--- src/rtl/wb_dual_writer.sv ---
// wb_dual_writer: in-order two-lane result queue draining onto two register-file write ports.
// Optional WB_BYPASS_EN lets results skip an empty queue and load the write ports directly.
module wb_dual_writer #(
  parameter int XLEN  = 64,
  parameter int DEPTH = 4,
  parameter int AW    = 5
) (
  input  logic                       clk,
  input  logic                       rst_n,
  input  logic                       flush,
  input  logic                       in0_valid,
  input  logic                       in0_we,
  input  logic [AW-1:0]              in0_rd,
  input  logic [XLEN-1:0]            in0_data,
  input  logic                       in1_valid,
  input  logic                       in1_we,
  input  logic [AW-1:0]              in1_rd,
  input  logic [XLEN-1:0]            in1_data,
  output logic                       in_ready,
  input  logic                       wb_stall,
  output logic                       Wen1,
  output logic [AW-1:0]              Rd_addr1,
  output logic [XLEN-1:0]            write_data1,
  output logic                       Wen2,
  output logic [AW-1:0]              Rd_addr2,
  output logic [XLEN-1:0]            write_data2,
  output logic [$clog2(DEPTH):0]     count
);
  localparam int PW = $clog2(DEPTH);
  localparam int CW = PW + 1;

  logic            q_we   [DEPTH];
  logic [AW-1:0]   q_rd   [DEPTH];
  logic [XLEN-1:0] q_data [DEPTH];

  logic [PW-1:0]   wp_q, wp_d, rp_q, rp_d, rp1, wp1;
  logic [CW-1:0]   cnt_q, cnt_d;
  logic            wen1_q, wen1_d, wen2_q, wen2_d;
  logic [AW-1:0]   addr1_q, addr1_d, addr2_q, addr2_d;
  logic [XLEN-1:0] data1_q, data1_d, data2_q, data2_d;

  logic            byp, acc, pop, pop2, e1, e2;
  logic [1:0]      n_push, n_pop;
  logic            c1_v, c1_we, c2_v, c2_we;
  logic [AW-1:0]   c1_rd, c2_rd;
  logic [XLEN-1:0] c1_data, c2_data;

`ifdef WB_BYPASS_EN
  assign byp = (cnt_q == '0) && !wb_stall && !flush;
`else
  assign byp = 1'b0;
`endif

  assign in_ready = (cnt_q <= CW'(DEPTH - 2)) && !flush;
  assign acc      = in_ready && !byp;
  assign rp1      = rp_q + PW'(1);
  assign wp1      = wp_q + PW'(1);

  always_comb begin
    n_push  = acc ? {1'b0, in0_valid} + {1'b0, in1_valid} : 2'd0;
    pop     = !wb_stall && (cnt_q != '0);
    pop2    = pop && (cnt_q >= CW'(2));
    n_pop   = {pop2, pop & ~pop2};
    c1_v    = byp ? in0_valid : pop;
    c1_we   = byp ? in0_we    : q_we[rp_q];
    c1_rd   = byp ? in0_rd    : q_rd[rp_q];
    c1_data = byp ? in0_data  : q_data[rp_q];
    c2_v    = byp ? in1_valid : pop2;
    c2_we   = byp ? in1_we    : q_we[rp1];
    c2_rd   = byp ? in1_rd    : q_rd[rp1];
    c2_data = byp ? in1_data  : q_data[rp1];
    e1      = c1_v && c1_we && (c1_rd != '0);
    e2      = c2_v && c2_we && (c2_rd != '0);
    // a same-rd pair keeps only the younger write so the regfile never sees a conflict
    wen1_d  = !flush && e1 && !(e2 && (c1_rd == c2_rd));
    wen2_d  = !flush && e2;
    addr1_d = (c1_v && !flush) ? c1_rd   : addr1_q;
    data1_d = (c1_v && !flush) ? c1_data : data1_q;
    addr2_d = (c2_v && !flush) ? c2_rd   : addr2_q;
    data2_d = (c2_v && !flush) ? c2_data : data2_q;
    cnt_d   = flush ? '0 : cnt_q + CW'(n_push) - CW'(n_pop);
    wp_d    = flush ? '0 : wp_q + PW'(n_push);
    rp_d    = flush ? '0 : rp_q + PW'(n_pop);
  end

  always_ff @(posedge clk or negedge rst_n) begin
    if (!rst_n) begin
      wp_q    <= '0;
      rp_q    <= '0;
      cnt_q   <= '0;
      wen1_q  <= 1'b0;
      wen2_q  <= 1'b0;
      addr1_q <= '0;
      addr2_q <= '0;
      data1_q <= '0;
      data2_q <= '0;
    end else begin
      wp_q    <= wp_d;
      rp_q    <= rp_d;
      cnt_q   <= cnt_d;
      wen1_q  <= wen1_d;
      wen2_q  <= wen2_d;
      addr1_q <= addr1_d;
      addr2_q <= addr2_d;
      data1_q <= data1_d;
      data2_q <= data2_d;
    end
  end

  always_ff @(posedge clk) begin
    if (!flush && acc && in0_valid) begin
      q_we[wp_q]   <= in0_we;
      q_rd[wp_q]   <= in0_rd;
      q_data[wp_q] <= in0_data;
    end
    if (!flush && acc && in1_valid) begin
      q_we[in0_valid ? wp1 : wp_q]   <= in1_we;
      q_rd[in0_valid ? wp1 : wp_q]   <= in1_rd;
      q_data[in0_valid ? wp1 : wp_q] <= in1_data;
    end
  end

  // upstream must hold results while in_ready is low; a flush legitimately discards them
  always_ff @(posedge clk) begin
    if (rst_n && !flush)
      assert (!((in0_valid || in1_valid) && !in_ready));
  end

  assign Wen1        = wen1_q;
  assign Rd_addr1    = addr1_q;
  assign write_data1 = data1_q;
  assign Wen2        = wen2_q;
  assign Rd_addr2    = addr2_q;
  assign write_data2 = data2_q;
  assign count       = cnt_q;
endmodule
--- config.mk ---
export PLATFORM = sky130hd
export DESIGN_NAME = wb_dual_writer
export DESIGN_NICKNAME = d
export VERILOG_FILES = /design/src/rtl/wb_dual_writer.sv
export SDC_FILE = /design/constraint.sdc
export NUM_CORES = 1
export LEC_CHECK = 0
export ABC_AREA = 1
export BUFFER_PORTS_ARGS = -buffer_cell sky130_fd_sc_hd__buf_2
export CAP_MARGIN = 20
export CORE_MARGIN = 8
export CORE_UTILIZATION = 58
export CTS_CLUSTER_SIZE = 10
export DETAILED_ROUTE_END_ITERATION = 16
export PLACE_DENSITY = 0.8
export REMOVE_ABC_BUFFERS = 1
export SLEW_MARGIN = 0
export SYNTH_ARGS = -nofsm -noshare
export SYNTH_HDL_FRONTEND = slang
export SYNTH_SLANG_ARGS = --single-unit
--- constraint.sdc ---
create_clock -name clk -period 4.4 [get_ports clk]
set_input_delay 0.44 -clock clk [delete_from_list [all_inputs] [get_ports clk]]
set_output_delay 0.44 -clock clk [all_outputs]
set_load 0.02 [all_outputs]
==> impl_metrics.yaml <==
place:
  place.port_buffers: 289
  hpwl_mm: 38.6
  place_congestion: 0.863
  dp.cells: 2975
power:
  vdd_drop_max_mv: 0.343
  combPwrFrac: 0.354
  powerDensity_mw_per_mm2: 616
  power.switching_mw: 5.82
  internal-power_mw: 9.14
  swShare: 0.389
  power_leakage_nw: 10.6
  pwr-share-clk: 0.247
  seqPwrFrac: 0.399
  total_power_mw: 15.0
setup_path:
  r2r_end: "q_data[2][36]$_DFFE_PP_"
  crit_fanout: 76
  worst_setup_path_start_kind: "flip-flop"
  cpMostUsedCell: "buf_4"
  r2r_slack_ns: 1.26
  r2r_cells: 8
  crit_chain: "inv_1 > ha_1 > nand2_1 > o21ai_2 > nand3_4 > buf_4 > buf_4 > o21ai_0"
  crit_path_top_delay_cell: "buf_4"
  r2r-start: "wp_q[0]$_DFF_PN0_"
  required_ns: 4.67
  arrival_ns: 3.41
  critical_path_class: "reg -> reg"
  critPathCaptureType: "flip-flop"
  critical-path-max-stage-delay_ns: 0.72
  crit_start: "wp_q[0]$_DFF_PN0_"
routing:
  vias_per_cell: 6.09
  routedWlPerCell_um: 21.4
  remaining_drc_errors: 0
  wl_mm: 65.6
  ant_nets: 0
  first_pass_iters: 6
  vias: 18700
  drt_iter0_drc: 1989
timing:
  finalSetupViolations: 0
  fin_crit_ns: 3.14
  worstMarginPinSlew_ns: 1.13
  fin_setup_tns_ns: 0
  hold_viol_final: 0
  maxSlewViolCount: 0
  period_share: 0.713
  rsz0062_at_grt: "no"
  fmax_mhz: 319
  skew_ns: 0.0194
  relSlewSlack: 0.248
cells_and_area:
  stdcell_count: 3069
  drive_above_1_share: 0.173
  nFillCells: 2837
  layout_common_cells: "nand2_1 (681), o21ai_0 (406), buf_2 (288)"
  final_common_cell: "nand2_1"
  finalCoreUtilization: 0.667
  nNetsFinal: 2714
  syn_to_final_growth_pct: 13.9
hold_path:
  hp-start: "flush"
  hold_path_end: "count[1]$_DFF_PN0_"
  holdCritPathClass: "in -> reg"
  holdPathStages: 2
run:
  drv_cap: 0
synth:
  ys_types: 36
  yosys_register_bits: 427
  synthArstFlopShare: 0.344
  syn_inst: 2356
  synth_area_per_cell_um2: 9.05
  synth_ff_type: "edfxtp_1"
  seq_area_frac_synth: 0.567
  yosys_warnings: 0
  syn_area_mm2: 0.0213
  synth-edff-count: 280
status:
  status: "completed"
clock_tree:
  cts.sinks: 427
  cts_tree: "done"
  worstSkewPairLatency_ns: 0.56
  cts_made_buffers: 49
  cts_root_buffer: "clkbuf_16"
  clk_path_buf_depth: 3
  htree_num_levels: 2
  clkSlewWorstSetupHoldPaths_ns: 0.06
global_route:
  grt_use_total: 0.291
  grt_pass1_wl_mm: 100
  grt_max_degree: 103
  grt_overflow: 0
  grt_antenna_before_repair: 13
  grt_pass1_vias: 18500
floorplanning:
  ioPinCount: 290
  die_h_um: 208
  rows: 70
  die-area_mm2: 0.0432
  core_region_area_mm2: 0.0364
  die_x_um: 208
  initial_core_util: 0.585
==> worst max-delay path: cells and delay by family, from the launching register on <==
kind / cells / cell delay, ns
AND/OR/NAND/NOR: 2 / 0.36
AO/OA/AOI/OAI: 2 / 0.30
flip-flops: 1 / 0.47
adder cells (fa/ha/maj): 1 / 0.30
buffers and inverters: 3 / 1.35
==> per-layer routing <==
layer  up-vias  track usage  share of wire
li1       8468            -              -
met1      8807        0.364           0.37
met5         -            0         0.0014
met4        14        0.145          0.041
met2      1197        0.473           0.47
met3       217       0.0657           0.11
==> synthesized netlist by cell type, types with 32 or more instances <==
master | number | area share
a21oi_1 | 88 | 0.021
buf_2 | 54 | 0.013
buf_4 | 32 | 0.011
clkbuf_1 | 71 | 0.012
dfrtp_1 | 147 | 0.17
edfxtp_1 | 280 | 0.39
inv_1 | 112 | 0.020
mux2_2 | 47 | 0.025
nand2_1 | 686 | 0.12
nand3_1 | 91 | 0.021
nor2_1 | 125 | 0.022
o21a_1 | 49 | 0.017
o21ai_0 | 406 | 0.095
o21ai_1 | 50 | 0.012
o22ai_1 | 50 | 0.015
==> layout make-up <==
type	count	area (µm²)	area share
sequential	427	12100	0.498
timing repair buffer	320	1740	0.0715
inverter	117	448	0.0184
multi-input combinational	1644	7990	0.329
tap	468	586	0.0241
antenna	6	15.0	0.000618
clock inverter	2	17.5	0.000721
clock buffer	85	1410	0.0582
==> flip-flops by register name (all words and copies together) (netlist names) <==
signal and count:
count 3, Wen2 1, Rd_addr2 5, q_we 4, write_data1 64, q_rd 20
q_data 256, wp_q 2, write_data2 64, Rd_addr1 5, rp_q 2, Wen1 1
==> metrics by stage <==
step	cell area, µm²	hold WS [ns]	worst slack, ns
2_1_floorplan	20400	0.144	-3.04
3_3_place_gp	22800	0.457	1.32
3_5_place_dp	22800	0.460	1.27
4_1_cts	24300	0.152	1.28
5_1_grt	24300	0.179	1.12
6_report	24300	0.176	1.26
==> how the worst max path moves through the flow <==
stage	end	slack [ns]
floorplan	Wen1$_DFF_PN0_	-3.04
global placement	write_data2[16]$_DFFE_PN0P_	1.32
detailed placement	q_data[3][28]$_DFFE_PP_	1.27
CTS	q_data[0][11]$_DFFE_PP_	1.28
global route	q_data[2][14]$_DFFE_PP_	1.12
finish	q_data[2][36]$_DFFE_PP_	1.26
==> repair_timing <==
item | 4_1_cts | 5_1_grt
buffers inserted | 0 | 0
hold endpoints to repair | 10 | 0
hold buffers | 1 | 0
resized for setup | 0 | 0
==> cells by family (layout without fill, tap and decap cells) <==
logic type / count (synthesis) / in the layout / share of synthesized area
XOR/XNOR: 4 / 4 / 0.00200
buffers and inverters: 285 / 524 / 0.0622
flip-flops: 427 / 427 / 0.567
AND/OR/NAND/NOR: 917 / 917 / 0.169
other: 0 / 6 / 0
adder cells (fa/ha/maj): 9 / 9 / 0.00598
multiplexers: 47 / 47 / 0.0248
AO/OA/AOI/OAI: 667 / 667 / 0.169
==> power by group through the flow <==
stage                     clock (mW)  combinational, mW  sequential [mW]
after floorplan                    0               2.48             6.70
after global placement             0               5.08             5.98
after detailed placement           0               5.24             6.01
after CTS                       3.72               5.28             5.95
after global routing            3.88               5.74             6.06
final                           3.70               5.29             5.97
No activity file was read; power rests on OpenSTA's default activity.
